$ cat config.mk
export PLATFORM = sky130hd
export DESIGN_NAME = alu_mc_flat
export DESIGN_NICKNAME = d
export VERILOG_FILES = /design/src/rtl/alu_mc_if.sv /design/src/rtl/alu_mc.sv /design/src/flat_wrapper.sv
export SDC_FILE = /design/constraint.sdc
export NUM_CORES = 2
export LEC_CHECK = 0
export BUFFER_PORTS_ARGS = -buffer_cell sky130_fd_sc_hd__buf_2
export CAP_MARGIN = 10
export CORE_ASPECT_RATIO = 0.9
export CORE_MARGIN = 2
export CORE_UTILIZATION = 40
export CTS_CLUSTER_SIZE = 28
export DETAILED_ROUTE_END_ITERATION = 12
export GPL_ROUTABILITY_DRIVEN = 1
export PLACE_DENSITY = 0.63
export SETUP_SLACK_MARGIN = 0.05
export SLEW_MARGIN = 15
export SYNTH_ARGS = -nofsm -noshare
export SYNTH_HDL_FRONTEND = slang
export SYNTH_SLANG_ARGS = --single-unit
$ cat constraint.sdc
create_clock -name clk -period 8.5 [get_ports clk]
set_input_delay 0 -clock clk [delete_from_list [all_inputs] [get_ports clk]]
set_output_delay 0 -clock clk [all_outputs]
set_load 0.05 [all_outputs]
$ cat src/rtl/alu_mc_if.sv
// Handshake and data bundle between an EX-stage producer/consumer and the multi-cycle ALU.
// The master side drives operands and out_ready; the slave side (the ALU) drives results.
interface alu_mc_if #(
    parameter int unsigned WIDTH = 32
);
    logic             in_valid;
    logic             in_ready;
    logic [5:0]       func;
    logic [WIDTH-1:0] op_0;
    logic [WIDTH-1:0] op_1;
    logic             out_valid;
    logic             out_ready;
    logic [WIDTH-1:0] result_lo;
    logic [WIDTH-1:0] result_hi;
    logic             ovf;
    logic             div_zero;
    logic             illegal;

    modport master (
        output in_valid,
        output func,
        output op_0,
        output op_1,
        output out_ready,
        input  in_ready,
        input  out_valid,
        input  result_lo,
        input  result_hi,
        input  ovf,
        input  div_zero,
        input  illegal
    );

    modport slave (
        input  in_valid,
        input  func,
        input  op_0,
        input  op_1,
        input  out_ready,
        output in_ready,
        output out_valid,
        output result_lo,
        output result_hi,
        output ovf,
        output div_zero,
        output illegal
    );
endinterface

$ cat src/rtl/alu_mc.sv
// Multi-cycle ALU: single-cycle arithmetic/logic/shift ops, iterative radix-2 multiply and
// restoring divide on magnitudes, with valid/ready handshakes on both sides.
module alu_mc #(
    parameter int unsigned WIDTH   = 32,
    parameter int unsigned SHAMT_W = 5
) (
    input logic     clk,
    input logic     rst,
    alu_mc_if.slave bus
);
    localparam logic [5:0] FnAdd  = 6'h00;
    localparam logic [5:0] FnAddu = 6'h01;
    localparam logic [5:0] FnSub  = 6'h02;
    localparam logic [5:0] FnSubu = 6'h03;
    localparam logic [5:0] FnMul  = 6'h04;
    localparam logic [5:0] FnMulu = 6'h05;
    localparam logic [5:0] FnDiv  = 6'h06;
    localparam logic [5:0] FnDivu = 6'h07;
    localparam logic [5:0] FnAnd  = 6'h08;
    localparam logic [5:0] FnOr   = 6'h09;
    localparam logic [5:0] FnXor  = 6'h0A;
    localparam logic [5:0] FnNor  = 6'h0B;
    localparam logic [5:0] FnSll  = 6'h0C;
    localparam logic [5:0] FnSra  = 6'h0D;
    localparam logic [5:0] FnSrl  = 6'h0E;

    localparam logic [WIDTH-1:0] MinVal = {1'b1, {(WIDTH-1){1'b0}}};

    typedef enum logic [1:0] {
        StIdle,
        StExec,
        StDone
    } state_e;

    state_e             state_q, state_d;
    logic [5:0]         func_q, func_d;
    logic [WIDTH-1:0]   opb_q, opb_d;
    logic [WIDTH-1:0]   work_hi_q, work_hi_d;
    logic [WIDTH-1:0]   work_lo_q, work_lo_d;
    logic [WIDTH-1:0]   op0_q, op0_d;
    logic [SHAMT_W-1:0] cnt_q, cnt_d;
    logic               neg_lo_q, neg_lo_d;
    logic               neg_hi_q, neg_hi_d;
    logic               dz_q, dz_d;
    logic               ovf_q, ovf_d;
    logic               ill_q, ill_d;
    logic [WIDTH-1:0]   res_lo_q, res_lo_d;
    logic [WIDTH-1:0]   res_hi_q, res_hi_d;

    // Single-cycle datapath, evaluated directly on the bus inputs while idle.
    logic [WIDTH-1:0]   add_sum, sub_dif, sc_lo;
    logic               sc_ovf, sc_ill;
    logic [SHAMT_W-1:0] shamt;

    assign add_sum = bus.op_0 + bus.op_1;
    assign sub_dif = bus.op_0 - bus.op_1;
    assign shamt   = bus.op_1[SHAMT_W-1:0];

    always_comb begin
        sc_lo  = '0;
        sc_ovf = 1'b0;
        sc_ill = 1'b0;
        case (bus.func)
            FnAdd: begin
                sc_lo  = add_sum;
                sc_ovf = (bus.op_0[WIDTH-1] == bus.op_1[WIDTH-1]) &&
                         (add_sum[WIDTH-1] != bus.op_0[WIDTH-1]);
            end
            FnAddu: sc_lo = add_sum;
            FnSub: begin
                sc_lo  = sub_dif;
                sc_ovf = (bus.op_0[WIDTH-1] != bus.op_1[WIDTH-1]) &&
                         (sub_dif[WIDTH-1] != bus.op_0[WIDTH-1]);
            end
            FnSubu: sc_lo = sub_dif;
            FnAnd:  sc_lo = bus.op_0 & bus.op_1;
            FnOr:   sc_lo = bus.op_0 | bus.op_1;
            FnXor:  sc_lo = bus.op_0 ^ bus.op_1;
            FnNor:  sc_lo = ~(bus.op_0 | bus.op_1);
            FnSll:  sc_lo = bus.op_0 << shamt;
            FnSra:  sc_lo = $unsigned($signed(bus.op_0) >>> shamt);
            FnSrl:  sc_lo = bus.op_0 >> shamt;
            FnMul, FnMulu, FnDiv, FnDivu: sc_lo = '0;
            default: sc_ill = 1'b1;
        endcase
    end

    // Operand decode for the iterative units: signed variants work on magnitudes.
    logic             in_mul, in_div, in_signed, sgn_a, sgn_b;
    logic [WIDTH-1:0] mag_a, mag_b;

    assign in_mul    = (bus.func == FnMul) || (bus.func == FnMulu);
    assign in_div    = (bus.func == FnDiv) || (bus.func == FnDivu);
    assign in_signed = (bus.func == FnMul) || (bus.func == FnDiv);
    assign sgn_a     = in_signed && bus.op_0[WIDTH-1];
    assign sgn_b     = in_signed && bus.op_1[WIDTH-1];
    assign mag_a     = sgn_a ? -bus.op_0 : bus.op_0;
    assign mag_b     = sgn_b ? -bus.op_1 : bus.op_1;

    // One shift-add multiply step: {work_hi, work_lo} holds {partial, multiplier}.
    logic [WIDTH:0]     mul_sum;
    logic [WIDTH-1:0]   mul_hi_nx, mul_lo_nx;
    logic [2*WIDTH-1:0] prod, prod_fix;

    assign mul_sum   = {1'b0, work_hi_q} + (work_lo_q[0] ? {1'b0, opb_q} : '0);
    assign mul_hi_nx = mul_sum[WIDTH:1];
    assign mul_lo_nx = {mul_sum[0], work_lo_q[WIDTH-1:1]};
    assign prod      = {mul_hi_nx, mul_lo_nx};
    assign prod_fix  = neg_lo_q ? -prod : prod;

    // One restoring divide step: {work_hi, work_lo} holds {remainder, dividend/quotient}.
    logic [WIDTH:0]   div_sh, div_sub;
    logic             div_ge;
    logic [WIDTH-1:0] div_hi_nx, div_lo_nx, quo_fix, rem_fix;

    assign div_sh    = {work_hi_q, work_lo_q[WIDTH-1]};
    assign div_sub   = div_sh - {1'b0, opb_q};
    assign div_ge    = div_sh >= {1'b0, opb_q};
    assign div_hi_nx = div_ge ? div_sub[WIDTH-1:0] : div_sh[WIDTH-1:0];
    assign div_lo_nx = {work_lo_q[WIDTH-2:0], div_ge};
    assign quo_fix   = dz_q ? '1 : (neg_lo_q ? -div_lo_nx : div_lo_nx);
    assign rem_fix   = dz_q ? op0_q : (neg_hi_q ? -div_hi_nx : div_hi_nx);

    logic exec_mul, last_iter;

    assign exec_mul  = (func_q == FnMul) || (func_q == FnMulu);
    assign last_iter = (cnt_q == SHAMT_W'(WIDTH - 1));

    always_comb begin
        state_d   = state_q;
        func_d    = func_q;
        opb_d     = opb_q;
        work_hi_d = work_hi_q;
        work_lo_d = work_lo_q;
        op0_d     = op0_q;
        cnt_d     = cnt_q;
        neg_lo_d  = neg_lo_q;
        neg_hi_d  = neg_hi_q;
        dz_d      = dz_q;
        ovf_d     = ovf_q;
        ill_d     = ill_q;
        res_lo_d  = res_lo_q;
        res_hi_d  = res_hi_q;
        unique case (state_q)
            StIdle: begin
                if (bus.in_valid) begin
                    func_d = bus.func;
                    if (in_mul || in_div) begin
                        state_d   = StExec;
                        cnt_d     = '0;
                        work_hi_d = '0;
                        work_lo_d = mag_a;
                        opb_d     = mag_b;
                        op0_d     = bus.op_0;
                        neg_lo_d  = sgn_a ^ sgn_b;
                        neg_hi_d  = sgn_a;
                        dz_d      = in_div && (bus.op_1 == '0);
                        ovf_d     = (bus.func == FnDiv) && (bus.op_0 == MinVal) &&
                                    (bus.op_1 == '1);
                        ill_d     = 1'b0;
                    end else begin
                        state_d  = StDone;
                        res_lo_d = sc_lo;
                        res_hi_d = '0;
                        ovf_d    = sc_ovf;
                        ill_d    = sc_ill;
                        dz_d     = 1'b0;
                    end
                end
            end
            StExec: begin
                cnt_d     = cnt_q + SHAMT_W'(1);
                work_hi_d = exec_mul ? mul_hi_nx : div_hi_nx;
                work_lo_d = exec_mul ? mul_lo_nx : div_lo_nx;
                if (last_iter) begin
                    state_d  = StDone;
                    res_lo_d = exec_mul ? prod_fix[WIDTH-1:0] : quo_fix;
                    res_hi_d = exec_mul ? prod_fix[2*WIDTH-1:WIDTH] : rem_fix;
                end
            end
            StDone: begin
                if (bus.out_ready) begin
                    state_d  = StIdle;
                    res_lo_d = '0;
                    res_hi_d = '0;
                    ovf_d    = 1'b0;
                    dz_d     = 1'b0;
                    ill_d    = 1'b0;
                end
            end
            default: state_d = StIdle;
        endcase
    end

    always_ff @(posedge clk) begin
        if (rst) begin
            state_q   <= StIdle;
            func_q    <= '0;
            opb_q     <= '0;
            work_hi_q <= '0;
            work_lo_q <= '0;
            op0_q     <= '0;
            cnt_q     <= '0;
            neg_lo_q  <= 1'b0;
            neg_hi_q  <= 1'b0;
            dz_q      <= 1'b0;
            ovf_q     <= 1'b0;
            ill_q     <= 1'b0;
            res_lo_q  <= '0;
            res_hi_q  <= '0;
        end else begin
            state_q   <= state_d;
            func_q    <= func_d;
            opb_q     <= opb_d;
            work_hi_q <= work_hi_d;
            work_lo_q <= work_lo_d;
            op0_q     <= op0_d;
            cnt_q     <= cnt_d;
            neg_lo_q  <= neg_lo_d;
            neg_hi_q  <= neg_hi_d;
            dz_q      <= dz_d;
            ovf_q     <= ovf_d;
            ill_q     <= ill_d;
            res_lo_q  <= res_lo_d;
            res_hi_q  <= res_hi_d;
        end
    end

    // Division flags are captured at accept; only expose them alongside the result.
    assign bus.in_ready  = (state_q == StIdle);
    assign bus.out_valid = (state_q == StDone);
    assign bus.result_lo = res_lo_q;
    assign bus.result_hi = res_hi_q;
    assign bus.ovf       = ovf_q && (state_q == StDone);
    assign bus.div_zero  = dz_q && (state_q == StDone);
    assign bus.illegal   = ill_q && (state_q == StDone);
endmodule

$ cat src/flat_wrapper.sv
// flat-port wrapper written by rule: the top's interface ports become plain ports
module alu_mc_flat 
#(
    parameter int unsigned WIDTH   = 32,
    parameter int unsigned SHAMT_W = 5
)
  (clk, rst, bus_in_valid, bus_func, bus_op_0, bus_op_1, bus_out_ready, bus_in_ready, bus_out_valid, bus_result_lo, bus_result_hi, bus_ovf, bus_div_zero, bus_illegal);
  alu_mc_if #(.WIDTH(WIDTH)) bus_i ();
  input logic clk;
  input logic rst;
  input wire logic [$bits(bus_i.in_valid)-1:0] bus_in_valid;
  input wire logic [$bits(bus_i.func)-1:0] bus_func;
  input wire logic [$bits(bus_i.op_0)-1:0] bus_op_0;
  input wire logic [$bits(bus_i.op_1)-1:0] bus_op_1;
  input wire logic [$bits(bus_i.out_ready)-1:0] bus_out_ready;
  output wire logic [$bits(bus_i.in_ready)-1:0] bus_in_ready;
  output wire logic [$bits(bus_i.out_valid)-1:0] bus_out_valid;
  output wire logic [$bits(bus_i.result_lo)-1:0] bus_result_lo;
  output wire logic [$bits(bus_i.result_hi)-1:0] bus_result_hi;
  output wire logic [$bits(bus_i.ovf)-1:0] bus_ovf;
  output wire logic [$bits(bus_i.div_zero)-1:0] bus_div_zero;
  output wire logic [$bits(bus_i.illegal)-1:0] bus_illegal;
  assign bus_i.in_valid = bus_in_valid;
  assign bus_i.func = bus_func;
  assign bus_i.op_0 = bus_op_0;
  assign bus_i.op_1 = bus_op_1;
  assign bus_i.out_ready = bus_out_ready;
  assign bus_in_ready = bus_i.in_ready;
  assign bus_out_valid = bus_i.out_valid;
  assign bus_result_lo = bus_i.result_lo;
  assign bus_result_hi = bus_i.result_hi;
  assign bus_ovf = bus_i.ovf;
  assign bus_div_zero = bus_i.div_zero;
  assign bus_illegal = bus_i.illegal;
  alu_mc #(.WIDTH(WIDTH), .SHAMT_W(SHAMT_W)) u_core (.clk(clk), .rst(rst), .bus(bus_i));
endmodule
==> results.ini <==
[route]
wire_per_inst_um = 27.7
wl_mm = 127
viasPerCell = 6.60
vias = 30194
first_pass_iters = 7
drc = 0
drt-initial-drc-count = 4589
antenna_left = 0

[global_routing]
grt_usage_pct = 36.3
grtUsageMet2_pct = 50.2
grt_first_pass_wirelength_mm = 184
grt_util_met3_pct = 11.8
grt.met1_usage_pct = 49.2
antenna_found_initial = 11
grt_pass1_vias = 27373
grt_max_degree = 78
gr-total-overflow = 0
grt-busiest-layer = met2

[sta]
period_share_pct = 69.2
rsz0062_at_grt = no
skew_ns = 0.0236
slew_headroom_pct = 24.7
hold_viol_final = 0
min_period_ns = 5.88
slew_violations = 0
timing.hold.ws_ns = 0.0302
setup_tns_ns = 0
worst_slew_pin_slew_ns = 1.10
setup_viol_count_final = 0
fmax_ghz = 0.170

[pwr]
p_leak_nw = 11.2
powerDensity_nw_per_um2 = 140
irDropWorstVdd_uv = 154

[logic_synthesis]
syn_avg_cell_area_um2 = 6.97
ys_ff_latch = 209
synth.distinct_cells = 97
synthMuxAreaShare_pct = 7.56
synth-simple-area-share_pct = 22.8
synthCells = 3732
synth_top_family_by_area = compound AO/OA/AOI/OAI gates
syn_area_um2 = 26000
syn_nets = 3982
synth_edf_count = 0
synth-async-reset-ratio_pct = 0
yosysTopAreaCellShare_pct = 16.1
synth_top_area_cell = dfxtp_1
synthTopCellsByArea = dfxtp_1, ha_1, nand2_1
ys_seq_area_share_pct = 16.1
synth_flop_cell = dfxtp_1
synth_xor_area_share_pct = 9.33
synth_fa_ha_area_share_pct = 8.58
synth-compound-area-share_pct = 28.7
yosysWarnings = 0

[place]
place.gp.congestion = 1.08
dp.cells = 4472
port_buffers = 142
placed_cell_area_um2 = 27100
place_hpwl_mm = 94.2

[layout]
drive_gt1_share_pct = 9.25
layout_common_cells = nand2_1, nor2_1, a21oi_1, dfxtp_1, o21ai_0
finalNonFillerCells = 4576
fillers = 6709
final_common_cell = nand2_1
final_util_pct = 44.4
area_growth_pct = 9.58
final_area_um2 = 28500
fin_nets = 3949

[clock_network]
numCtsBuffers = 27
cts_root_buf = clkbuf_16
cts_resized = 0
cts_hold_buffers = 53
htreeDepth = 1
cts.sinks = 209
clock_tree.buffer_depth = 3
post-cts-setup-buffers = 0
clkTransAtPathRegs_ns = 0.07
clk_latency_ns = 0.59
cts_tree = done

[floorplan]
die_h_um = 246
core-area_um2 = 64200
ioPinCount = 143
die_w_um = 273
initial_utilization_pct = 40.5
dieArea_um2 = 67100
rows = 88

[critical_path]
reg2reg_depth = 19
cp_max_fo = 15
crit_required_ns = 9.00
startpoint_type = flop
cp-end-kind = flop
arrival_ns = 6.39
crit_type = reg -> reg

[hold_path]
hold_path_class = in -> reg
hold_depth = 3

[status]
status = completed

[run]
max_cap_viol_count = 0

report_power, final:
group / switching (mW) / leakage, nW / internal [mW]
logic: 1.21 / 9.10 / 0.520
registers: 0.0301 / 1.69 / 1.02
clock network: 0.527 / 0.428 / 0.688
cell usage after synthesis (all sizes together), types with 70 or more instances:
library cell  number
dfxtp            209
xnor2            193
xor2              84
nor2             397
nor3             100
a211oi            70
nand3             87
inv              162
a21oi            321
mux2i             93
clkbuf           252
ha               172
nand2            485
o21ai            235
o211ai            74
final cells by class:
cell class                      instances  area [µm²]  area share, %
Antenna cell                            2        5.00         0.0176
Clock buffer                           35         716           2.51
Clock inverter                         14         169          0.593
Inverter                              166         623           2.19
Multi-Input combinational cell       3049       20100           70.5
Sequential cell                       209        4190           14.7
Tap cell                              855        1070           3.75
Timing Repair Buffer                  246        1640           5.75
worst max-delay path, stage by stage (launching register included):
cell and delay [ns]:
dfxtp_1 0.36, ha_1 0.47, nand2_1 0.15, nor4_1 0.31
o211ai_1 0.34, and3_1 0.48, o31ai_4 0.74, mux2i_1 0.36
ha_1 0.21, inv_1 0.09, or4_1 0.51, nor2_1 0.13
o311ai_0 0.19, o41ai_1 0.16, and3_1 0.21, nand4_1 0.24
o31ai_1 0.33, xnor2_1 0.16, o221ai_1 0.16, o21ai_1 0.18
routing by layer:
metal,vias up,part of all wire (%)
met4,8,6.8
met1,14310,41
li1,13413,-
met2,2061,39
met3,402,14
met5,-,0.080
sequential cells by signal (all words and copies together), names as in the netlist:
| signal | cells |
|---|---|
| u_core.ill_q | 1 |
| u_core.work_lo_q | 32 |
| u_core.cnt_q | 5 |
| u_core.bus.result_hi | 32 |
| u_core.neg_lo_q | 1 |
| u_core.func_q | 5 |
| u_core.state_q | 2 |
| u_core.dz_q | 1 |
| u_core.work_hi_q | 32 |
| u_core.op0_q | 32 |
| u_core.bus.result_lo | 32 |
| u_core.neg_hi_q | 1 |
| u_core.opb_q | 32 |
| u_core.ovf_q | 1 |
through the flow:
stage               power (mW)  setup slack (ns)
finish                    3.99              2.62
global route              4.11              2.23
CTS                       3.91              2.84
detailed placement        2.68              2.86
global placement          2.69              2.94
floorplan                 2.14              3.33
worst paths after layout:
check             slack, ns                       end                  from
hold / removal         0.03          u_core.opb_q[27]          bus_op_1[27]
setup reg to reg       2.62  u_core.bus.result_hi[30]  u_core.work_hi_q[10]
setup / recovery       2.62  u_core.bus.result_hi[30]  u_core.work_hi_q[10]
hold reg to reg        0.45          u_core.func_q[3]      u_core.func_q[3]
kinds of logic after synthesis:
family	count (synthesis)
AOI/OAI and AO/OA	1141
adders and majority gates	176
buffers and inverters	474
muxes	142
xor gates and xnor gates	277
and+or+nand+nor	1313
DFF	209
Note: power is estimated with default switching activity, not from simulation.
